[src/rtl/oled_spi_tx_pkg.sv]
// Shared types and constants for the OLED SPI transmitter.
package oled_spi_tx_pkg;

  // Shifter FSM states.
  typedef enum logic [1:0] {
    StIdle = 2'd0,
    StLow  = 2'd1,
    StHigh = 2'd2
  } tx_state_e;

  // D/C# encodings: command vs display-data byte.
  localparam logic OledCmd  = 1'b0;
  localparam logic OledData = 1'b1;

  localparam int unsigned DefClkDiv = 4;

  // One FIFO entry: D/C# flag plus the byte.
  typedef struct packed {
    logic       dc;
    logic [7:0] data;
  } oled_byte_t;

endpackage

[src/rtl/oled_spi_tx_if.sv]
// Producer-side valid/ready byte channel into the OLED transmitter.
interface oled_spi_tx_if;
  logic       in_valid;
  logic       in_ready;
  logic [7:0] in_data;
  logic       in_dc;

  modport master (output in_valid, output in_data, output in_dc, input in_ready);
  modport slave (input in_valid, input in_data, input in_dc, output in_ready);
endinterface

[src/rtl/oled_byte_fifo.sv]
// Small {dc,data} FIFO; head entry is visible combinationally on rd_data.
module oled_byte_fifo import oled_spi_tx_pkg::*; #(
  parameter int unsigned DEPTH = 4
) (
  input  logic       sysclk,
  input  logic       cpu_reset,
  input  logic       push,
  input  oled_byte_t wr_data,
  input  logic       pop,
  output oled_byte_t rd_data,
  output logic       full,
  output logic       empty
);

  localparam int unsigned AW = $clog2(DEPTH);

  // Extra MSB on each pointer separates full from empty.
  logic [AW:0] wr_ptr_q, wr_ptr_d;
  logic [AW:0] rd_ptr_q, rd_ptr_d;
  oled_byte_t  mem_q [DEPTH];
  oled_byte_t  mem_d [DEPTH];
  logic        push_en, pop_en;

  assign empty   = (wr_ptr_q == rd_ptr_q);
  assign full    = (wr_ptr_q[AW] != rd_ptr_q[AW]) && (wr_ptr_q[AW-1:0] == rd_ptr_q[AW-1:0]);
  assign push_en = push && !full;
  assign pop_en  = pop && !empty;
  assign rd_data = mem_q[rd_ptr_q[AW-1:0]];

  // Next-state for pointers and storage.
  always_comb begin
    mem_d    = mem_q;
    wr_ptr_d = wr_ptr_q;
    rd_ptr_d = rd_ptr_q;
    if (push_en) begin
      mem_d[wr_ptr_q[AW-1:0]] = wr_data;
      wr_ptr_d = wr_ptr_q + 1'b1;
    end
    if (pop_en) begin
      rd_ptr_d = rd_ptr_q + 1'b1;
    end
  end

  // Pointer registers flush on reset; storage contents need no reset.
  always_ff @(posedge sysclk) begin
    if (cpu_reset) begin
      wr_ptr_q <= '0;
      rd_ptr_q <= '0;
    end else begin
      wr_ptr_q <= wr_ptr_d;
      rd_ptr_q <= rd_ptr_d;
    end
    mem_q <= mem_d;
  end

endmodule

[src/rtl/oled_spi_tx.sv]
// Byte-serial SPI mode-3 transmitter for the OLED panel, MSB first.
module oled_spi_tx import oled_spi_tx_pkg::*; #(
  parameter int unsigned CLK_DIV = DefClkDiv,
  parameter int unsigned DEPTH   = 4
) (
  input  logic          sysclk,
  input  logic          cpu_reset,
  oled_spi_tx_if.slave  in_if,
  output logic          busy,
  output logic          oled_sclk,
  output logic          oled_sdin,
  output logic          oled_dc
);

  localparam int unsigned DW = $clog2(CLK_DIV + 1);
  localparam logic [DW-1:0] DcntLast = DW'(CLK_DIV - 1);

  tx_state_e     state_q, state_d;
  logic [7:0]    shreg_q, shreg_d;
  logic [2:0]    bcnt_q, bcnt_d;
  logic [DW-1:0] dcnt_q, dcnt_d;
  logic          sclk_q, sclk_d;
  logic          sdin_q, sdin_d;
  logic          dc_q, dc_d;
  logic          busy_q, busy_d;

  logic       fifo_full, fifo_empty, push, pop, load;
  oled_byte_t head, wr_entry;

  assign in_if.in_ready = !fifo_full;
  assign push           = in_if.in_valid && !fifo_full;
  assign wr_entry       = '{dc: in_if.in_dc, data: in_if.in_data};

  oled_byte_fifo #(
    .DEPTH(DEPTH)
  ) u_fifo (
    .sysclk   (sysclk),
    .cpu_reset(cpu_reset),
    .push     (push),
    .wr_data  (wr_entry),
    .pop      (pop),
    .rd_data  (head),
    .full     (fifo_full),
    .empty    (fifo_empty)
  );

  // Shifter next-state: divider, bit counter, SCLK phase, and byte reload.
  always_comb begin
    state_d = state_q;
    shreg_d = shreg_q;
    bcnt_d  = bcnt_q;
    dcnt_d  = dcnt_q;
    sclk_d  = sclk_q;
    sdin_d  = sdin_q;
    dc_d    = dc_q;
    load    = 1'b0;
    pop     = 1'b0;
    unique case (state_q)
      StIdle: begin
        load = !fifo_empty;
      end
      StLow: begin
        if (dcnt_q == DcntLast) begin
          sclk_d  = 1'b1;
          dcnt_d  = '0;
          state_d = StHigh;
        end else begin
          dcnt_d = dcnt_q + DW'(1);
        end
      end
      StHigh: begin
        if (dcnt_q == DcntLast) begin
          if (bcnt_q != 3'd0) begin
            sclk_d  = 1'b0;
            shreg_d = {shreg_q[6:0], 1'b0};
            sdin_d  = shreg_q[6];
            bcnt_d  = bcnt_q - 3'd1;
            dcnt_d  = '0;
            state_d = StLow;
          end else if (!fifo_empty) begin
            // Next byte starts on this edge so there is no idle-high gap.
            load = 1'b1;
          end else begin
            state_d = StIdle;
          end
        end else begin
          dcnt_d = dcnt_q + DW'(1);
        end
      end
      default: state_d = StIdle;
    endcase
    if (load) begin
      pop     = 1'b1;
      sclk_d  = 1'b0;
      sdin_d  = head.data[7];
      dc_d    = head.dc;
      shreg_d = head.data;
      bcnt_d  = 3'd7;
      dcnt_d  = '0;
      state_d = StLow;
    end
    busy_d = push || (state_d != StIdle) || !fifo_empty;
  end

  // Shifter state and registered outputs.
  always_ff @(posedge sysclk) begin
    if (cpu_reset) begin
      state_q <= StIdle;
      shreg_q <= '0;
      bcnt_q  <= '0;
      dcnt_q  <= '0;
      sclk_q  <= 1'b1;
      sdin_q  <= 1'b0;
      dc_q    <= OledCmd;
      busy_q  <= 1'b0;
    end else begin
      state_q <= state_d;
      shreg_q <= shreg_d;
      bcnt_q  <= bcnt_d;
      dcnt_q  <= dcnt_d;
      sclk_q  <= sclk_d;
      sdin_q  <= sdin_d;
      dc_q    <= dc_d;
      busy_q  <= busy_d;
    end
  end

  assign oled_sclk = sclk_q;
  assign oled_sdin = sdin_q;
  assign oled_dc   = dc_q;
  assign busy      = busy_q;

endmodule

[src/flat_wrapper.sv]
// flat-port wrapper written by rule: the top's interface ports become plain ports
module oled_spi_tx_flat import oled_spi_tx_pkg::*;
#(
  parameter int unsigned CLK_DIV = DefClkDiv,
  parameter int unsigned DEPTH   = 4
)
  (sysclk, cpu_reset, busy, oled_sclk, oled_sdin, oled_dc, in_if_in_valid, in_if_in_data, in_if_in_dc, in_if_in_ready);
  oled_spi_tx_if in_if_i ();
  input  logic sysclk;
  input  logic cpu_reset;
  output logic busy;
  output logic oled_sclk;
  output logic oled_sdin;
  output logic oled_dc;
  input wire logic [$bits(in_if_i.in_valid)-1:0] in_if_in_valid;
  input wire logic [$bits(in_if_i.in_data)-1:0] in_if_in_data;
  input wire logic [$bits(in_if_i.in_dc)-1:0] in_if_in_dc;
  output wire logic [$bits(in_if_i.in_ready)-1:0] in_if_in_ready;
  assign in_if_i.in_valid = in_if_in_valid;
  assign in_if_i.in_data = in_if_in_data;
  assign in_if_i.in_dc = in_if_in_dc;
  assign in_if_in_ready = in_if_i.in_ready;
  oled_spi_tx #(.CLK_DIV(CLK_DIV), .DEPTH(DEPTH)) u_core (.sysclk(sysclk), .cpu_reset(cpu_reset), .in_if(in_if_i), .busy(busy), .oled_sclk(oled_sclk), .oled_sdin(oled_sdin), .oled_dc(oled_dc));
endmodule
[config.mk]
export PLATFORM = sky130hd
export DESIGN_NAME = oled_spi_tx_flat
export DESIGN_NICKNAME = d
export VERILOG_FILES = /design/src/rtl/oled_spi_tx_pkg.sv /design/src/rtl/oled_spi_tx_if.sv /design/src/rtl/oled_byte_fifo.sv /design/src/rtl/oled_spi_tx.sv /design/src/flat_wrapper.sv
export SDC_FILE = /design/constraint.sdc
export NUM_CORES = 1
export LEC_CHECK = 0
export ABC_CLOCK_PERIOD_IN_PS = 1500
export CAP_MARGIN = 20
export CORE_MARGIN = 1.5
export CORE_UTILIZATION = 52
export DETAILED_ROUTE_END_ITERATION = 8
export GPL_ROUTABILITY_DRIVEN = 0
export MAX_ROUTING_LAYER = met4
export PLACE_DENSITY = 0.75
export SLEW_MARGIN = 15
export SYNTH_ARGS = -nofsm -noshare
export SYNTH_HDL_FRONTEND = slang
export SYNTH_SLANG_ARGS = --single-unit
export TNS_END_PERCENT = 20
[constraint.sdc]
create_clock -name sysclk -period 1.5 [get_ports sysclk]
set_input_delay 0.15 -clock sysclk [delete_from_list [all_inputs] [get_ports sysclk]]
set_output_delay 0.15 -clock sysclk [all_outputs]
set_load 0.03 [all_outputs]
==> results.sh, run 1 <==
export IMPL_worst_slack_ps=-241
export IMPL_cts_sinks=61
export IMPL_sw_frac_of_total_pct=32.6
export IMPL_status="finished, violations left"
export IMPL_ys_warn_count=0
export IMPL_post_dp_cell_area_um2=3240
export IMPL_dr_first_iter_drc_count=100
export IMPL_netlist_area_um2=2680
export IMPL_synth_area_top_cells="edfxtp_1 (40%), dfxtp_1 (19%), mux4_2 (7.6%)"
export IMPL_wire_per_inst_um=17.2
export IMPL_r2r_end="u_core.shreg_q[3]"
export IMPL_num_io_pins=17
export IMPL_power_share_sequential_pct=33.3
export IMPL_grt_pass1_vias=1935
export IMPL_timing_fmax_ghz=0.575
export IMPL_whs_ps=447
export IMPL_syn_nets=219
export IMPL_htreeDepth=3
export IMPL_first_pass_iters=4
export IMPL_synth_largest_area_cell="edfxtp_1"
export IMPL_drive_gt1_share_pct=46.1
export IMPL_synth_distinct_cells=45
export IMPL_rows=25
export IMPL_netlist_top_cells_count="edfxtp_1 (36), dfxtp_1 (25), nor2_1 (23)"
export IMPL_hp_class="primary input to register"
export IMPL_cts_clk_slew_worst_paths_ps=70
export IMPL_antenna_found_initial=0
export IMPL_max_slew_margin_pct=62.8
export IMPL_die_width_um=74.8
export IMPL_combPwrFrac_pct=42.7
export IMPL_grt_max_degree=22
export IMPL_core_um2=4850
export IMPL_cp_required_ps=1720
export IMPL_skew_ps=6.43
export IMPL_async_flop_share_pct=0
export IMPL_grt_pass1_wl_um=9210
export IMPL_dp_final_hpwl_um=3510
export IMPL_cap_violations=0
export IMPL_period_share_pct=116
export IMPL_cts_buffers=9
export IMPL_power_density_nw_per_um2=1770
export IMPL_cp_start_kind="register"
export IMPL_arrival_ps=1960
export IMPL_area_growth_pct=40.9
export IMPL_num_vias=1818
export IMPL_synthCells=195
export IMPL_finalSetupViolCount=21
export IMPL_fin_area_um2=3780
export IMPL_yosys_area_top_type_share_pct=40.3
export IMPL_irDropWorstVdd_mv=1.30
export IMPL_initial_core_util_pct=55.3
export IMPL_seq_area_frac_synth_pct=59.0
export IMPL_min_period_ps=1740
export IMPL_path_max_fanout=6
export IMPL_r2r_cells=8
export IMPL_grt_ovfl_total=0
export IMPL_routed_wl_um=5780
export IMPL_ys_seq_elements=61
export IMPL_max_slew_worst_pin_slew_ps=556
export IMPL_synth_avg_cell_area_um2=13.8
export IMPL_intPower_w=0.00450
export IMPL_vias_per_cell=5.41
export IMPL_p_leak_nw=1.38
export IMPL_yosysMostFrequentCell="edfxtp_1"
export IMPL_holdPathStages=1
export IMPL_rsz0062_at_grt="yes"
export IMPL_cp_end_kind="register"
export IMPL_die_h_um=74.8
export IMPL_clkPwrFrac_pct=24.0
export IMPL_worst_setup_path_type="register to register"
export IMPL_ff2ff_setup_slack_ps=-240
export IMPL_hold_viol=0
export IMPL_num_antenna_cells=0
export IMPL_violations="negative setup slack"
export IMPL_port_buffers=16
export IMPL_ant_nets=0
export IMPL_hold_path_end="u_core.u_fifo.mem_q[34]"
export IMPL_hp_start="in_if_in_data[7]"
export IMPL_worst_skew_pair_late_latency_ps=330
export IMPL_drc=0
export IMPL_grtUsageTotal_pct=24.0
export IMPL_layout_nets=288
export IMPL_cts_tree="built"
export IMPL_ys_flop_type="edfxtp_1"
export IMPL_cts_buffer_depth=2
export IMPL_crit_reg2reg_launch="u_core.bcnt_q[0]"
export IMPL_switchingPower_w=0.00217
export IMPL_clk_root_buffer_cell="clkbuf_8"
export IMPL_synth_edf_count=36
export IMPL_critPathLaunch="u_core.bcnt_q[0]"
export IMPL_slew_viol_final=0
export IMPL_dieArea_um2=5600
## worst max-delay path by stage
stage,endpoint,slack [ps],depth (start not counted)
after detailed placement,u_core.u_fifo.rd_ptr_q[2],-230,8
after global placement,u_core.u_fifo.rd_ptr_q[2],-130,8
after CTS,u_core.shreg_q[2],-180,9
after floorplan,u_core.u_fifo.rd_ptr_q[1],-70,8
after global routing,u_core.shreg_q[6],-300,8
final,u_core.shreg_q[3],-240,8
## cell type report
class                      count  area (um^2)
multi-input combinational    119         1220
inverter                       8         30.0
fill                         278         1070
timing repair buffer          65          631
sequential                    61         1590
clock buffer                   9          124
clock inverter                 7         98.8
tap                           67         83.8
## state kept, by name, summed over array words and instances (netlist names)
signal                  cells
u_core.bcnt_q               3
u_core.busy                 1
u_core.dcnt_q               3
u_core.oled_dc              1
u_core.oled_sclk            1
u_core.oled_sdin            1
u_core.shreg_q              7
u_core.state_q              2
u_core.u_fifo.mem_q        36
u_core.u_fifo.rd_ptr_q      3
u_core.u_fifo.wr_ptr_q      3
## per-stage QoR
stage | cells | util [%] | setup WS (ps) | power, W | TNS [ps]
2_1_floorplan | 195 | - | -66.9 | 0.00352 | -1520
3_3_place_gp | 305 | 66.9 | -134 | 0.00420 | -2410
3_5_place_dp | 305 | 66.9 | -228 | 0.00432 | -4620
4_1_cts | 335 | 76.3 | -185 | 0.00659 | -2810
5_1_grt | 336 | 77.9 | -304 | 0.00699 | -5640
6_report | 336 | 77.9 | -241 | 0.00668 | -3730
## kinds of logic after synthesis
group	Yosys count	share of synthesized area, %
AO/OA/AOI/OAI	30	8.17
XOR/XNOR	8	2.89
adder cells (fa/ha/maj)	12	5.60
buffers and inverters	15	2.61
flip-flops	61	59.0
multiplexers	18	10.9
AND/OR/NAND/NOR	51	10.8
## power groups by stage
| stage | clock network, W | logic, W | registers, W |
|---|---|---|---|
| detailed placement | 0 | 0.00210 | 0.00222 |
| CTS | 0.00164 | 0.00275 | 0.00220 |
| global placement | 0 | 0.00200 | 0.00220 |
| floorplan | 0 | 0.00124 | 0.00228 |
| global route | 0.00170 | 0.00305 | 0.00224 |
| finish | 0.00160 | 0.00285 | 0.00222 |
## placed cells by master (no fill, tap or decap), types with 7 or more instances in the layout
cell / instances
a21oi_1: 10
buf_12: 7
buf_4: 38
clkbuf_8: 9
clkdlybuf4s50_1: 11
dfxtp_1: 18
dfxtp_2: 7
edfxtp_1: 36
ha_1: 7
mux4_2: 9
nor2_1: 19
## critical path, cell delays in order, from the launching register on
cell,delay (ps)
dfxtp_2,340
inv_2,60
ha_4,160
nor2b_4,140
buf_6,120
nor3b_4,300
buf_12,180
mux2i_2,230
a211oi_2,90
## per-layer routing
metal | track usage [%] | up-vias | wire length (um) | share of wire [%]
met3 | 6.02 | 15 | 184 | 3.2
met5 | - | - | 0 | 0
li1 | - | 857 | - | -
met2 | 43.0 | 45 | 3180 | 55
met1 | 25.0 | 901 | 2280 | 39
met4 | 9.90 | 0 | 133 | 2.3
## what timing repair did
| action | 4_1_cts | 5_1_grt |
|---|---|---|
| gates resized for setup | 21 | 32 |
| hold buffers | 0 | 0 |
| setup endpoints to repair | 60 | 61 |
| cloned | 3 | 0 |
| pin swaps | 12 | 19 |
| setup buffers | 11 | 4 |
(Power assumes the default switching activity.)
==> run 2, diff against run 1 <==
ABC_CLOCK_PERIOD_IN_PS = 1700   (was 1500)
CORE_UTILIZATION = 55   (was 52)
PLACE_DENSITY = 0.76   (was 0.75)
clock period = 1.7 ns   (was 1.5 ns; I/O delays follow)
==> results.sh, run 2 (same netlist as run 1, synthesis figures left out) <==
export IMPL_finish_utilization_pct=72.1
export IMPL_grt_ovfl_total=0
export IMPL_antenna_found_initial=0
export IMPL_hp_class="register to register"
export IMPL_p_leak_nw=1.21
export IMPL_min_period_ps=1680
export IMPL_crit_reg2reg_launch="u_core.dcnt_q[0]"
export IMPL_drc=0
export IMPL_switchingPower_w=0.00163
export IMPL_max_slew_margin_pct=67.4
export IMPL_routed_wl_um=5060
export IMPL_vias_per_cell=5.40
export IMPL_die_h_um=72.8
export IMPL_grtUsageTotal_pct=21.2
export IMPL_dieArea_um2=5300
export IMPL_initial_core_util_pct=56.8
export IMPL_reg_top3="u_core.u_fifo.mem_q (36), u_core.shreg_q (7)"
export IMPL_hold_viol=0
export IMPL_arrival_ps=1890
export IMPL_preCtsSetupSlack_ps=-67.2
export IMPL_cp_start_kind="register"
export IMPL_grt_pass1_wl_um=7850
export IMPL_port_buffers=16
export IMPL_layout_nets=263
export IMPL_path_max_fanout=6
export IMPL_dr_first_iter_drc_count=97
export IMPL_htreeDepth=3
export IMPL_multi_input_area_um2=1100
export IMPL_layout_commonest_cell="edfxtp_1"
export IMPL_largest_reg_flops=36
export IMPL_clk_root_buffer_cell="clkbuf_8"
export IMPL_hp_start="u_core.dcnt_q[2]"
export IMPL_layout_common_cells="edfxtp_1 (36), nor2_1 (23), dfxtp_1 (21)"
export IMPL_worst_skew_pair_late_latency_ps=330
export IMPL_cts_buffers=9
export IMPL_dp_cells=292
export IMPL_period_share_pct=98.9
export IMPL_cp_end_kind="register"
export IMPL_irDropWorstVdd_mv=0.889
export IMPL_ant_nets=0
export IMPL_cts_tree="built"
export IMPL_power_density_nw_per_um2=1460
export IMPL_slew_viol_final=0
export IMPL_cts_buffer_depth=2
export IMPL_num_io_pins=17
export IMPL_power_share_sequential_pct=39.3
export IMPL_dp_final_hpwl_um=3380
export IMPL_first_pass_iters=4
export IMPL_ff_latch_area_um2=1590
export IMPL_rsz0062_at_grt="yes"
export IMPL_cp_required_ps=1910
export IMPL_skew_ps=4.01
export IMPL_fin_cells=311
export IMPL_clkPwrFrac_pct=21.8
export IMPL_core_um2=4720
export IMPL_wire_per_inst_um=16.3
export IMPL_die_width_um=72.8
export IMPL_status="finished clean"
export IMPL_worst_setup_path_type="register to register"
export IMPL_n_fill_cell=302
export IMPL_finalSetupViolCount=0
export IMPL_grt_max_degree=27
export IMPL_whs_ps=470
export IMPL_num_vias=1678
export IMPL_largest_register="u_core.u_fifo.mem_q"
export IMPL_rows=25
export IMPL_timing_fmax_ghz=0.595
export IMPL_intPower_w=0.00334
export IMPL_cap_violations=0
export IMPL_area_growth_pct=27.0
export IMPL_drive_gt1_share_pct=32.8
export IMPL_combPwrFrac_pct=38.8
export IMPL_cts_sinks=61
export IMPL_num_antenna_cells=0
export IMPL_hold_buffers=0
export IMPL_worst_slack_ps=18.4
export IMPL_critPathLaunch="u_core.dcnt_q[0]"
export IMPL_grt_pass1_vias=1743
export IMPL_max_slew_worst_pin_slew_ps=476
export IMPL_sw_frac_of_total_pct=32.8
export IMPL_cts_clk_slew_worst_paths_ps=70
## run 2: cell types whose count changed in the layout (fill, tap and decap cells not counted), moves of 3 or more
| cell | previous run | this run |
|---|---|---|
| buf_4 | 38 | 18 |
| ha_4 | 4 | 1 |
| and2_1 | 0 | 3 |
| dfxtp_1 | 18 | 21 |
| buf_6 | 5 | 0 |
| clkinvlp_4 | 4 | 0 |
| dlygate4sd2_1 | 3 | 0 |
| nor2_1 | 19 | 23 |
| dfxtp_2 | 7 | 4 |
| clkinv_2 | 0 | 3 |
| clkdlybuf4s50_1 | 11 | 15 |
## run 2: metal layers
| layer | GRT usage (%) | up-vias | routed length [um] |
|---|---|---|---|
| met3 | 4.14 | 10 | 153 |
| li1 | - | 802 | - |
| met5 | - | - | 0 |
| met1 | 23.8 | 830 | 2000 |
| met2 | 34.7 | 36 | 2790 |
| met4 | 13.6 | 0 | 110 |
## run 2: power groups by stage
| stage | combinational, W | clock (W) | sequential, W |
|---|---|---|---|
| final | 0.00193 | 0.00108 | 0.00196 |
| after global routing | 0.00208 | 0.00118 | 0.00198 |
| after CTS | 0.00174 | 0.00112 | 0.00192 |
| after detailed placement | 0.00171 | 0 | 0.00195 |
| after global placement | 0.00162 | 0 | 0.00193 |
| after floorplan | 0.00107 | 0 | 0.00200 |
## run 2: final timing paths
check	cells past startpoint	slack, ps	to
worst min-delay path	2	470	u_core.dcnt_q[2]
worst max-delay path	7	20	u_core.shreg_q[2]
worst max register to register	7	20	u_core.shreg_q[2]
worst min register to register	2	470	u_core.dcnt_q[2]
## run 2: critical path: stages (launching register included)
cell and delay (ps):
dfxtp_2 370, ha_4 150, buf_4 120, nand2b_4 80, nor3b_4 320, clkbuf_16 220, mux2i_1 210, a211oi_1 100
## run 2: layout make-up
| type | instances | area share, % |
|---|---|---|
| Clock buffer | 11 | 4.15 |
| Clock inverter | 5 | 0.809 |
| Inverter | 8 | 0.882 |
| Multi-Input combinational cell | 119 | 32.3 |
| Sequential cell | 61 | 46.6 |
| Tap cell | 67 | 2.46 |
| Timing Repair Buffer | 40 | 12.8 |
## run 2: through the flow
step	TNS (ps)	total power [W]	cell area, um^2
5_1_grt	-626	0.00524	3400
2_1_floorplan	0	0.00307	2680
3_5_place_dp	-182	0.00366	3100
3_3_place_gp	-2.16	0.00356	3100
6_report	0	0.00497	3400
4_1_cts	0	0.00478	3280
## run 2: repair_timing
action / CTS / global route
endpoints found under the setup margin: 3 / 15
hold endpoints to repair: 0 / 0
gates cloned: 0 / 2
buffers inserted: 0 / 1
pin swaps: 2 / 3
resized for setup: 2 / 20
